**src/rtl/seg7_scan_ctrl.sv**
```systemverilog
// Multiplexed common-anode 7-segment scanner with frame snapshot,
// per-digit enables, decimal points and leading-zero blanking.
module seg7_scan_ctrl #(
  parameter int NUM_DIGITS = 8,
  parameter int CLK_DIV    = 100000,
  parameter int IDX_W      = (NUM_DIGITS > 1) ? $clog2(NUM_DIGITS) : 1
) (
  input  logic                    clk,
  input  logic                    rst_n,
  input  logic                    en,
  input  logic [4*NUM_DIGITS-1:0] data,
  input  logic [NUM_DIGITS-1:0]   dp_in,
  input  logic [NUM_DIGITS-1:0]   digit_en,
  input  logic                    lz_blank,
  output logic [NUM_DIGITS-1:0]   an,
  output logic [6:0]              seg,
  output logic                    dp,
  output logic                    frame_done
);

  localparam int PW = $clog2(CLK_DIV);
  localparam logic [PW-1:0]    P_LAST = PW'(CLK_DIV - 1);
  localparam logic [IDX_W-1:0] I_LAST = IDX_W'(NUM_DIGITS - 1);

  logic [PW-1:0]           presc;
  logic [IDX_W-1:0]        idx;
  logic [4*NUM_DIGITS-1:0] sh_data;
  logic [NUM_DIGITS-1:0]   sh_dp;
  logic [NUM_DIGITS-1:0]   sh_en;
  logic                    sh_lz;
  logic                    load_pending;

  logic                  tick;
  logic                  wrap;
  logic                  snap;
  logic [NUM_DIGITS-1:0] blank;
  logic [NUM_DIGITS-1:0] an_d;
  logic [6:0]            seg_d;
  logic                  dp_d;

  assign tick = en && (presc == P_LAST);
  assign wrap = tick && (idx == I_LAST);
  assign snap = wrap || (en && load_pending);

  function automatic logic [6:0] dec(input logic [3:0] n);
    logic [6:0] s;
    unique case (n)
      4'h0: s = 7'h40;
      4'h1: s = 7'h79;
      4'h2: s = 7'h24;
      4'h3: s = 7'h30;
      4'h4: s = 7'h19;
      4'h5: s = 7'h12;
      4'h6: s = 7'h02;
      4'h7: s = 7'h78;
      4'h8: s = 7'h00;
      4'h9: s = 7'h10;
      4'hA: s = 7'h08;
      4'hB: s = 7'h03;
      4'hC: s = 7'h46;
      4'hD: s = 7'h21;
      4'hE: s = 7'h06;
      4'hF: s = 7'h0E;
    endcase
    return s;
  endfunction

  // Walk down from the top digit; a digit is blanked while
  // every nibble from the top down to it is still zero.
  always_comb begin
    logic nz;
    nz    = 1'b0;
    blank = '0;
    for (int i = NUM_DIGITS - 1; i >= 0; i--) begin
      nz       = nz | (|sh_data[4*i +: 4]);
      blank[i] = sh_lz && !nz && (i != 0);
    end
  end

  always_comb begin
    an_d  = '1;
    seg_d = 7'h7F;
    dp_d  = 1'b1;
    if (en && !tick) begin
      for (int i = 0; i < NUM_DIGITS; i++) begin
        if ((idx == IDX_W'(i)) && sh_en[i] && !blank[i]) begin
          an_d[i] = 1'b0;
          seg_d   = dec(sh_data[4*i +: 4]);
          dp_d    = ~sh_dp[i];
        end
      end
    end
  end

  always_ff @(posedge clk) begin
    if (!rst_n) begin
      presc        <= '0;
      idx          <= '0;
      sh_data      <= '0;
      sh_dp        <= '0;
      sh_en        <= '0;
      sh_lz        <= 1'b0;
      load_pending <= 1'b1;
      frame_done   <= 1'b0;
      an           <= '1;
      seg          <= 7'h7F;
      dp           <= 1'b1;
    end else begin
      if (tick) begin
        presc <= '0;
        idx   <= (idx == I_LAST) ? '0 : idx + 1'b1;
      end else if (en) begin
        presc <= presc + 1'b1;
      end
      if (snap) begin
        sh_data      <= data;
        sh_dp        <= dp_in;
        sh_en        <= digit_en;
        sh_lz        <= lz_blank;
        load_pending <= 1'b0;
      end
      frame_done <= wrap;
      an         <= an_d;
      seg        <= seg_d;
      dp         <= dp_d;
    end
  end

endmodule

```
**config.mk**
```make
export PLATFORM = sky130hd
export DESIGN_NAME = seg7_scan_ctrl
export DESIGN_NICKNAME = d
export VERILOG_FILES = /design/src/rtl/seg7_scan_ctrl.sv
export SDC_FILE = /design/constraint.sdc
export NUM_CORES = 1
export LEC_CHECK = 0
export BUFFER_PORTS_ARGS = -buffer_cell sky130_fd_sc_hd__buf_2
export CAP_MARGIN = 30
export CORE_MARGIN = 4
export CORE_UTILIZATION = 50
export CTS_CLUSTER_SIZE = 16
export DETAILED_ROUTE_END_ITERATION = 8
export PLACE_DENSITY = 0.67
export SYNTH_ARGS = -nofsm -noshare
export SYNTH_HDL_FRONTEND = slang
export SYNTH_SLANG_ARGS = --single-unit
```
**constraint.sdc**
```tcl
create_clock -name clk -period 8.44 [get_ports clk]
set_input_delay 0 -clock clk [delete_from_list [all_inputs] [get_ports clk]]
set_output_delay 0 -clock clk [all_outputs]
set_load 0.1 [all_outputs]
```
* Yosys cells after proc, flatten, opt, wreduce, memory -nomap -nowiden
Memory sizes are Yosys's and may differ from the RTL's. A register that Yosys moved wholly into a read port is not among the register bits. Index checks and enable logic that the tools add are counted.
Cells by class: add/subtract/negate cells 2, equality and inequality tests 8, muxes and demuxes 41, bitwise logic cells 15, reductions and logical operators 52
Operators by type and width (number):
- $mux W4 | 16
- $mux W7 | 8
- $reduce_or A4 Y1 | 7
- $logic_and A1 B1 Y1 | 26
- $add A17 B1 Y17 const B | 1
- $eq A17 B17 Y1 const B | 1
- $mux W1 | 16
- $logic_not A1 Y1 | 15
- $eq A3 B3 Y1 const B | 4
- $not A1 Y1 | 9
- $eq A3 B2 Y1 const B | 2
- $or A1 B1 Y1 | 6
- $add A3 B1 Y3 const B | 1
- $eq A3 B1 Y1 const B | 1
- $logic_not A3 Y1 | 1
- $mux W3 | 1
- $reduce_and A2 Y1 | 1
- $reduce_or A2 Y1 | 1
- $logic_or A1 B1 Y1 | 1
Storage, ports and cells: flip-flop bits (word level) 87, bits in read-only memories 896, output and inout bits 17, logic and storage cells 137, memories 8
Memory list:
- (no name shown) | words 16, width 7, rd ports 1, clocked after memory_dff 1, write ports 0, RTL line 47 | unique case (n)
- (no name shown) | words 16, width 7, rd ports 1, clocked after memory_dff 1, write ports 0, RTL line 47
- (no name shown) | words 16, width 7, rd ports 1, clocked after memory_dff 1, write ports 0, RTL line 47
- (no name shown) | words 16, width 7, rd ports 1, clocked after memory_dff 1, write ports 0, RTL line 47
- (no name shown) | words 16, width 7, rd ports 1, clocked after memory_dff 1, write ports 0, RTL line 47
- (no name shown) | words 16, width 7, rd ports 1, clocked after memory_dff 1, write ports 0, RTL line 47
- +2 memories

* Longest topological paths before layout
Gate-level depths: netlist (run 1).
word-level depth 18, mapped depth 14, mapped depth without buffers 12

* Worst setup path before layout (run 1)
Ideal clock, no wire load.
path type register to register, from register presc[0], to register (tool-made name), library setup time 0.117 ns, arrival time 2.740 ns, data required time 8.323 ns, path slack 5.582 ns, stages on the path, launching flop included 15, buffers on the path 2, period minus slack after synthesis 2.858 ns, cell sequence dfxtp_1 ha_1 and4b_1 and4_4 a21o_1 buf_2 nand2_2 buf_2 mux2i_1 nand2b_1 ha_1 nand2_1 o2111ai_1 o21ai_0 a32o_1
RTL lines:
- from (decl) | RTL line 25 | logic [PW-1:0] presc;
- from (signal assigned) | RTL line 113 | presc <= presc + 1'b1;

==> metrics.md, run 1 <==
| Metric | Value |
|---|---|
| Total number of yosys warnings | 0 |
| # rows | 47 |
| Root buffer cell | clkbuf_16 |
| Layout cells sized above 1 | 13.4% |
| Synth Register Bits | 143 |
| Clock Latency Late Sink | 0.43 ns |
| GPL Wtd Cong | 0.922 |
| Core Area | 16700 sq um |
| Total gr overflow | 0 |
| TritonCTS Buffers | 17 |
| WHS | -0.00189 ns |
| Syn nets | 1115 |
| WL final | 23800 microns |
| HPWL after detailed placement | 16800 microns |
| Leakage power | 4.22 nW |
| CTS sink cnt | 143 |
| Setup slack, reg-to-reg | 4.45 ns |
| Worst EP required | 8.76 ns |
| Most frequent cells after synthesis | 143 x dfxtp_1, 88 x nand2_1, 76 x nor2_1, 72 x inv_1, 65 x mux2i_1 |
| TNS Setup | 0 ns |
| VDD IR max | 154 uV |
| Fmax | 250 MHz |
| Height of the chip | 139 microns |
| Layout Nets | 1181 |
| Post-CTS Resized | 0 |
| Tcrit/Tclk final | 47.3% |
| Die X | 139 microns |
| Max cap viols | 0 |
| Antenna viol nets, final | 0 |
| Antenna cells | 0 |
| Top cell type by total area after synthesis | dfxtp_1 |
| Worst Max-Slew Pin Slew | 0.970 ns |
| Tot GR Track Use | 23.8% |
| Hold depth | 4 |
| Worst R2R Path Depth | 13 |
| Worst hold start | data[10] |
| Vias in the first global route | 7250 |
| Clock buffer depth | 2 |
| RSZ-0062 raised after global routing | no |
| Reg2Reg Launch Point | presc[0]$_SDFFE_PP0P_ |
| Via-to-Cell Ratio | 5.95 |
| Hold Buf Count CTS | 32 |
| Post-synth ARST share | 0% |
| Starting Density | 51.3% |
| Setup Buffers After CTS | 0 |
| H-tree depth | 4 |
| Tmin final | 3.99 ns |
| Cell count after synthesis | 1008 |
| Avg Cell Area, Syn | 8.51 sq um |
| # port buffers | 68 |
| Min-delay worst type | in2reg |
| Final hold vios | 1 |
| Top cell type's share of synthesized area | 33.4% |
| Wire length per cell | 18.2 microns |
| Worst-path clk slew | 0.06 ns |
| CP Capture Type | flop |
| P&R area growth vs syn | 15.8% |
| Max FO, Critical Path | 47 |
| Status | finished with violations |
| Most frequent cell after synthesis | dfxtp_1 |
| Detailed router's first-iteration violation count | 657 |
| Netlist cell types | 71 |
| Top FF cell, synth | dfxtp_1 |
| Slew HR | 35.1% |
| Largest net degree at the start of global routing | 66 |
| Final Setup Violations | 0 |
| Top cells by area, synth | dfxtp_1 33%, ha_1 8.0%, mux2i_1 7.6%, nand2_1 3.9%, nor2_1 3.3% |
| Setup crit start kind | flop |
| Failing checks | hold timing |
| Cell Area, Synth | 8570 sq um |
| Die area | 19300 sq um |
| # DRC | 0 |
| Number of synthesized flops with an enable pin | 0 |
| CTS tree | yes |
| Ports | 69 |
| Sequential share of the synthesized area | 33.4% |
| DR vias | 7776 |
| First-pass GRT wire length | 37700 microns |
| Clock skew | 0.0138 ns |
| First-pass DRT Iterations | 7 |
| Crit path arrival time | 4.31 ns |
| Pwr Density | 185 nW/um^2 |
| Initial antenna violation count | 0 |
| Slew Limit Fails | 0 |
| Setup CP Type | reg2reg |
cells in the final DEF, fill, tap and decap left out, types with 7 or more instances in the layout:
master | synthesis | final
nor4_1 | 15 | 15
a222oi_1 | 7 | 7
buf_2 | 12 | 68
nor2b_1 | 8 | 8
xor2_1 | 10 | 10
o311ai_1 | 7 | 7
o21ai_0 | 40 | 40
nand4_1 | 27 | 27
o22ai_1 | 22 | 22
o211ai_1 | 14 | 14
and2_1 | 8 | 8
o31ai_1 | 9 | 9
clkbuf_16 | 0 | 17
mux2i_1 | 65 | 65
and3_1 | 8 | 8
nand2_1 | 88 | 88
nand3_1 | 39 | 39
inv_1 | 72 | 71
nand2b_1 | 14 | 14
a211oi_1 | 25 | 25
a21oi_1 | 53 | 53
nor2_1 | 76 | 76
a221o_1 | 7 | 7
dfxtp_1 | 143 | 143
ha_1 | 55 | 55
buf_4 | 4 | 9
dlygate4sd3_1 | 0 | 32
a22o_1 | 8 | 8
cell families after synthesis:
logic type / count (synthesis) / share of synthesized area (%)
simple gates: 340 / 21.7
fa+ha+maj: 55 / 8.03
xor+xnor: 15 / 1.53
flops: 143 / 33.4
buf+inv: 134 / 6.57
compound gates: 252 / 20.7
mux: 69 / 8.11
report_power, final:
| part | internal (mW) | leakage, nW | switching, mW | total (mW) |
|---|---|---|---|---|
| sequential | 0.718 | 1.17 | 0.0304 | 0.749 |
| clock | 0.523 | 0.309 | 0.297 | 0.820 |
| combinational | 0.102 | 2.74 | 0.162 | 0.264 |
| total | 1.34 | 4.22 | 0.490 | 1.83 |
how the worst max path moves through the flow:
stage,from,to,slack (ns)
2_1_floorplan,presc[0]$_SDFFE_PP0P_,flop,5.58
3_3_place_gp,presc[0]$_SDFFE_PP0P_,flop,4.57
3_5_place_dp,presc[0]$_SDFFE_PP0P_,flop,4.51
4_1_cts,presc[0]$_SDFFE_PP0P_,flop,4.46
5_1_grt,presc[0]$_SDFFE_PP0P_,flop,4.21
6_report,presc[0]$_SDFFE_PP0P_,flop,4.45
worst max-delay path, cell delays in order, from the launching register on:
cell and delay (ns):
dfxtp_1 0.37, ha_1 0.24, and4b_1 0.26, and4_4 0.35, a21o_1 0.14, buf_4 0.44
nand2_2 0.69, mux2i_1 0.45, nand2b_1 0.23, ha_1 0.19, nand2_1 0.06, o2111ai_1 0.06
o21ai_0 0.11, a32o_1 0.28
area by class of cell:
type | count | area, sq um
Fill cell | 1465 | 6770
Multi-Input combinational cell | 731 | 5150
Sequential cell | 143 | 2860
Timing Repair Buffer | 109 | 728
Clock buffer | 17 | 425
Tap cell | 220 | 275
Inverter | 72 | 270
Clock inverter | 14 | 215
routing by layer:
| metal | track usage (%) | routed length, microns |
|---|---|---|
| met5 | 0 | 0 |
| met3 | 5.69 | 1500 |
| met1 | 32.0 | 10900 |
| met2 | 37.7 | 10700 |
| met4 | 8.34 | 687 |
stage by stage:
step                setup slack [ns]  instances  util [%]  instance area [sq um]  total power [mW]
floorplan                       5.58       1008         -                   8570             0.932
global placement                4.57       1243      53.7                   8970              1.01
detailed placement              4.51       1243      53.7                   8970              1.01
CTS                             4.46       1306      59.5                   9930              1.84
global route                    4.21       1306      59.5                   9930              1.90
finish                          4.45       1306      59.5                   9930              1.83
(Power assumes the default switching activity.)
==> inputs of run 2 (changes only) <==
==> constraint.sdc (replaced) <==
create_clock -name clk -period 3.7 [get_ports clk]
set_input_delay 0 -clock clk [delete_from_list [all_inputs] [get_ports clk]]
set_output_delay 0 -clock clk [all_outputs]
set_load 0.1 [all_outputs]
==> run 2 against run 1 <==
  * The run now ends clean
  * Setup slack lost 4.0 ns
  * Hold slack gained 0.020 ns
  * Register-to-register slack lost 4.0 ns
  * Total power grew 120%
  * Highest routed layer unchanged
==> metrics.md, run 2 (synthesis results as in run 1) <==
| Metric | Value |
|---|---|
| Status | finished clean |
| Vias in the first global route | 7332 |
| Tot GR Track Use | 24.6% |
| Gate power share | 15.7% |
| Final hold vios | 0 |
| Psw | 1.09 mW |
| Max cap viols | 0 |
| Commonest cells after routing, fill and taps aside | 143 x dfxtp_1, 88 x nand2_1, 76 x nor2_1 |
| Setup CP Type | reg2reg |
| P&R area growth vs syn | 17.6% |
| Core Area | 16700 sq um |
| Sequential Power Share | 42.2% |
| First-pass GRT wire length | 38600 microns |
| Total gr overflow | 0 |
| Sw Share | 27.1% |
| Post-route cell area | 10100 sq um |
| Commonest non-fill, non-tap cell in the layout | dfxtp_1 |
| First-pass DRT Iterations | 8 |
| Tmin final | 3.26 ns |
| Hold Buf Count CTS | 36 |
| H-tree depth | 4 |
| Worst-path clk slew | 0.06 ns |
| WL final | 24100 microns |
| Pwr Density | 399 nW/um^2 |
| Via-to-Cell Ratio | 5.94 |
| # DRC | 0 |
| Largest net degree at the start of global routing | 65 |
| Leakage power | 4.33 nW |
| Detailed router's first-iteration violation count | 922 |
| Crit path arrival time | 3.56 ns |
| Wire length per cell | 18.1 microns |
| Final Setup Violations | 0 |
| CTS tree | yes |
| Slowest CP cell | a21oi_1 |
| Height of the chip | 139 microns |
| Fmax | 307 MHz |
| # rows | 47 |
| Antenna cells | 0 |
| Clock buffer depth | 2 |
| Layout Nets | 1207 |
| Clock power frac | 42.1% |
| Worst-path cell chain | ha_1 -> and4b_1 -> and4_4 -> a21o_1 -> buf_4 -> nand3_1 -> a21oi_1 -> inv_1 -> ha_1 -> inv_1 -> o221ai_1 -> o2bb2ai_1 |
| Reg2Reg Launch Point | presc[0]$_SDFFE_PP0P_ |
| HPWL after detailed placement | 17500 microns |
| Slew HR | 34.2% |
| Setup Buffers After CTS | 0 |
| Placed insts | 1265 |
| RSZ-0062 raised after global routing | no |
| Non-filler cells, final | 1331 |
| Starting Density | 51.3% |
| Ports | 69 |
| Setup slack, reg-to-reg | 0.44 ns |
| VDD IR max | 343 uV |
| Layout cells sized above 1 | 14.9% |
| Worst R2R Path Depth | 12 |
| Placed inst area | 9150 sq um |
| Die X | 139 microns |
| Antenna viol nets, final | 0 |
| TNS Setup | 0 ns |
| Initial antenna violation count | 0 |
| TritonCTS Buffers | 17 |
| Slowest Stage Delay on Critical Path | 0.45 ns |
| GPL Wtd Cong | 0.941 |
| CP startpoint | presc[0]$_SDFFE_PP0P_ |
| Min-delay worst type | in2reg |
| Internal power | 2.94 mW |
| Max FO, Critical Path | 13 |
| Root buffer cell | clkbuf_16 |
| Setup crit start kind | flop |
| Worst EP required | 4.00 ns |
| Slew Limit Fails | 0 |
| DR vias | 7907 |
| Die area | 19300 sq um |
| Clock Latency Late Sink | 0.42 ns |
| CP Capture Type | flop |
| Tcrit/Tclk final | 88.1% |
| CTS sink cnt | 143 |
| Worst hold start | data[19] |
| Total power | 4.03 mW |
| Worst Max-Slew Pin Slew | 0.979 ns |
| Post-CTS Resized | 0 |
| Fillers | 1459 |
| Clock skew | 0.0128 ns |
| # port buffers | 68 |
[run 2: worst min path at each step]
stage,slack [ns],endpoint,cells after the start
final,0.02,flop,4
after global routing,0.03,flop,4
after CTS,0.0005,flop,4
after detailed placement,0.25,sh_en[6]$_SDFFE_PN0N_,3
after global placement,0.24,sh_dp[3]$_SDFFE_PN0N_,3
after floorplan,0.14,sh_dp[0]$_SDFFE_PN0N_,2
[run 2: worst max-delay path: cells and delay by family, from the launching register on]
| family | cells | cell delay, ns |
|---|---|---|
| AOI/OAI and AO/OA | 4 | 1.08 |
| and+or+nand+nor | 3 | 0.71 |
| DFF | 1 | 0.37 |
| adders and majority gates | 2 | 0.52 |
| buffers and inverters | 3 | 0.44 |
[run 2: cell type report]
cell class | instances | area (sq um) | area share, %
clock buffers | 18 | 429 | 4.26
clock inverters | 12 | 146 | 1.45
inverters | 72 | 270 | 2.68
multi-input cells | 731 | 5150 | 51.1
flip-flops and latches | 143 | 2860 | 28.4
well taps | 220 | 275 | 2.73
repair buffers | 135 | 946 | 9.38
[run 2: stage by stage]
step / utilization [%] / hold slack [ns] / setup WS [ns]
3_5_place_dp: 54.8 / 0.247 / 0.490
5_1_grt: 60.4 / 0.0256 / 0.205
3_3_place_gp: 54.8 / 0.244 / 0.552
6_report: 60.4 / 0.0185 / 0.441
2_1_floorplan: - / 0.136 / 0.842
4_1_cts: 60.4 / 0.000510 / 0.478
[run 2: power by group through the flow]
stage	Combinational [mW]	Sequential [mW]	Clock [mW]
after floorplan	0.402	1.72	0
final	0.632	1.70	1.69
after detailed placement	0.591	1.73	0
after CTS	0.623	1.70	1.73
after global routing	0.690	1.71	1.79
after global placement	0.588	1.73	0
[run 2: metal layers]
| metal | global-route usage [%] | vias to the layer above | share of wire (%) | routed length [microns] |
|---|---|---|---|---|
| li1 | - | 3856 | - | - |
| met1 | 33.6 | 3690 | 46 | 11000 |
| met2 | 38.6 | 317 | 45 | 10900 |
| met3 | 6.03 | 44 | 7.0 | 1680 |
| met4 | 7.31 | 0 | 2.0 | 487 |
| met5 | 0 | - | 0 | 0 |
==> inputs of run 3 (changes only) <==
--- a/config.mk
+++ b/config.mk
@@ -8,10 +8,10 @@
 export BUFFER_PORTS_ARGS = -buffer_cell sky130_fd_sc_hd__buf_2
 export CAP_MARGIN = 30
 export CORE_MARGIN = 4
-export CORE_UTILIZATION = 50
+export CORE_UTILIZATION = 56
 export CTS_CLUSTER_SIZE = 16
 export DETAILED_ROUTE_END_ITERATION = 8
-export PLACE_DENSITY = 0.67
+export PLACE_DENSITY = 0.74
 export SYNTH_ARGS = -nofsm -noshare
 export SYNTH_HDL_FRONTEND = slang
 export SYNTH_SLANG_ARGS = --single-unit
==> run 3 against run 2 <==
  * Setup slack worse by 0.0017 ns
  * Clock-buffer cell count down 1
  * Highest routed layer unchanged
  * Sequential cell count unchanged
  * Global-route usage up 2.7 points
  * Sequential power about the same
  * Critical path type unchanged
  * Critical path depth unchanged
  * Routed wire length up 0.27%
  * Via count up 1.4%
  * Non-clock buffer count down 11
==> metrics.md, run 3 (synthesis results as in run 1) <==
| Metric | Value |
|---|---|
| Status | finished clean |
| Post-CTS Resized | 0 |
| Initial antenna violation count | 0 |
| Height of the chip | 132 microns |
| Max cap viols | 0 |
| Worst EP required | 4.02 ns |
| CTS sink cnt | 143 |
| Root buffer cell | clkbuf_16 |
| RSZ-0062 raised after global routing | no |
| Placed insts | 1218 |
| Min-delay worst type | in2reg |
| Max FO, Critical Path | 17 |
| Clock power frac | 45.3% |
| Starting Density | 58.1% |
| Ports | 69 |
| Placed inst area | 9040 sq um |
| Multi-input gate area | 5150 sq um |
| Post-route cell area | 10100 sq um |
| Layout cells sized above 1 | 14.2% |
| H-tree depth | 4 |
| # port buffers | 68 |
| Buf/Inv on CP | 0 |
| Worst path most repeated cell | ha_1 |
| Cell family with most CP delay | simple AND/OR/NAND/NOR gates |
| Commonest cells after routing, fill and taps aside | 143 x dfxtp_1, 88 x nand2_1, 76 x nor2_1 |
| Tmin final | 3.26 ns |
| Wire length per cell | 18.8 microns |
| First-pass DRT Iterations | 6 |
| CP Capture Type | flop |
| Slowest CP cell | nand2_2 |
| Final hold vios | 0 |
| Worst-path clk slew | 0.06 ns |
| Sw Share | 26.1% |
| Fillers | 1223 |
| # DRC | 0 |
| Slew HR | 36.5% |
| Clock Latency Late Sink | 0.43 ns |
| TNS Setup | 0 ns |
| Die X | 132 microns |
| Setup CP Type | reg2reg |
| Sequential Power Share | 40.0% |
| Non-filler cells, final | 1285 |
| Internal power | 3.15 mW |
| Psw | 1.11 mW |
| Clock skew | 0.00939 ns |
| Worst-path cell chain | ha_1 -> and4b_1 -> and4_4 -> a21o_1 -> nand2_2 -> mux2i_1 -> nand2b_1 -> ha_1 -> nand2_1 -> o2111ai_1 -> o21ai_0 -> a32o_1 |
| Commonest non-fill, non-tap cell in the layout | dfxtp_1 |
| Setup Buffers After CTS | 0 |
| Fmax | 307 MHz |
| VDD IR max | 330 uV |
| P&R area growth vs syn | 17.5% |
| Pwr Density | 423 nW/um^2 |
| # rows | 44 |
| DR vias | 8021 |
| Crit path arrival time | 3.58 ns |
| WL final | 24100 microns |
| Gate power share | 14.7% |
| Largest net degree at the start of global routing | 63 |
| First-pass GRT wire length | 39200 microns |
| Via-to-Cell Ratio | 6.24 |
| Layout Nets | 1196 |
| Setup crit start kind | flop |
| Vias in the first global route | 7479 |
| Slowest Stage Delay on Critical Path | 0.40 ns |
| Worst Max-Slew Pin Slew | 0.946 ns |
| Clock buffer depth | 2 |
| TritonCTS Buffers | 17 |
| HPWL after detailed placement | 16700 microns |
| Tcrit/Tclk final | 88.1% |
| Antenna cells | 0 |
| Slew Limit Fails | 0 |
| Tot GR Track Use | 27.3% |
| GPL Wtd Cong | 0.940 |
| Antenna viol nets, final | 0 |
| CTS tree | yes |
| Total gr overflow | 0 |
| WHS | 0.0156 ns |
| Leakage power | 4.32 nW |
| Core Area | 14800 sq um |
| Final Setup Violations | 0 |
| Die area | 17400 sq um |
| Register Area | 2860 sq um |
| Detailed router's first-iteration violation count | 971 |
-- run 3: cell types whose count changed in the layout (fill, tap and decap cells not counted) --
| cell | previous run | this run |
|---|---|---|
| buf_12 | 1 | 3 |
| buf_4 | 30 | 17 |
| bufinv_16 | 3 | 6 |
| clkbuf_1 | 1 | 0 |
| clkinv_2 | 6 | 2 |
| clkinvlp_4 | 0 | 2 |
| inv_6 | 0 | 1 |
-- run 3: worst register-to-register path, stage by stage, from the launching register on --
cell and delay [ns]:
dfxtp_1 0.38, ha_1 0.24, and4b_1 0.25, and4_4 0.35, a21o_1 0.22, nand2_2 0.40, mux2i_1 0.37, nand2b_1 0.22
ha_1 0.20, nand2_1 0.07, o2111ai_1 0.08, o21ai_0 0.11, a32o_1 0.28
-- run 3: layer usage --
layer  vias up  routed length (microns)  track usage (%)
li1       3845                        -                -
met1      3749                    10600             36.9
met2       385                    11100             44.5
met3        42                     2010             5.46
met4         0                      429             7.93
met5         -                        0                0
-- run 3: path summary, 6_finish.rpt --
check                         from               endpoint  slack (ns)  cells after the start
max          presc[0]$_SDFFE_PP0P_                   flop        0.44                     12
min                       data[11]                   flop        0.02                      4
max reg2reg  presc[0]$_SDFFE_PP0P_                   flop        0.44                     12
min reg2reg  sh_dp[0]$_SDFFE_PN0N_  sh_dp[0]$_SDFFE_PN0N_        0.46                      2
-- run 3: what timing repair did --
item / in CTS / in global routing
hold endpoints to repair: 37 / 0
endpoints found under the setup margin: 0 / 0
hold buffers: 36 / 0
-- run 3: cell type report --
class / count / area share [%]
Multi-Input combinational cell: 731 / 51.2
Tap cell: 184 / 2.29
Sequential cell: 143 / 28.4
Inverter: 72 / 2.68
Clock inverter: 14 / 2.39
Timing Repair Buffer: 124 / 8.82
Clock buffer: 17 / 4.22
-- run 3: power by group through the flow --
| stage | Combinational [mW] | Sequential (mW) | Clock, mW |
|---|---|---|---|
| 2_1_floorplan | 0.402 | 1.72 | 0 |
| 3_3_place_gp | 0.575 | 1.73 | 0 |
| 3_5_place_dp | 0.580 | 1.74 | 0 |
| 4_1_cts | 0.612 | 1.70 | 1.94 |
| 5_1_grt | 0.680 | 1.71 | 2.01 |
| 6_report | 0.625 | 1.71 | 1.93 |
-- run 3: per-stage QoR --
stage	util (%)	power (mW)	setup slack (ns)
3_3_place_gp	61.3	2.31	0.585
4_1_cts	68.3	4.26	0.471
2_1_floorplan	-	2.12	0.842
5_1_grt	68.3	4.41	0.223
3_5_place_dp	61.3	2.32	0.502
6_report	68.3	4.26	0.439
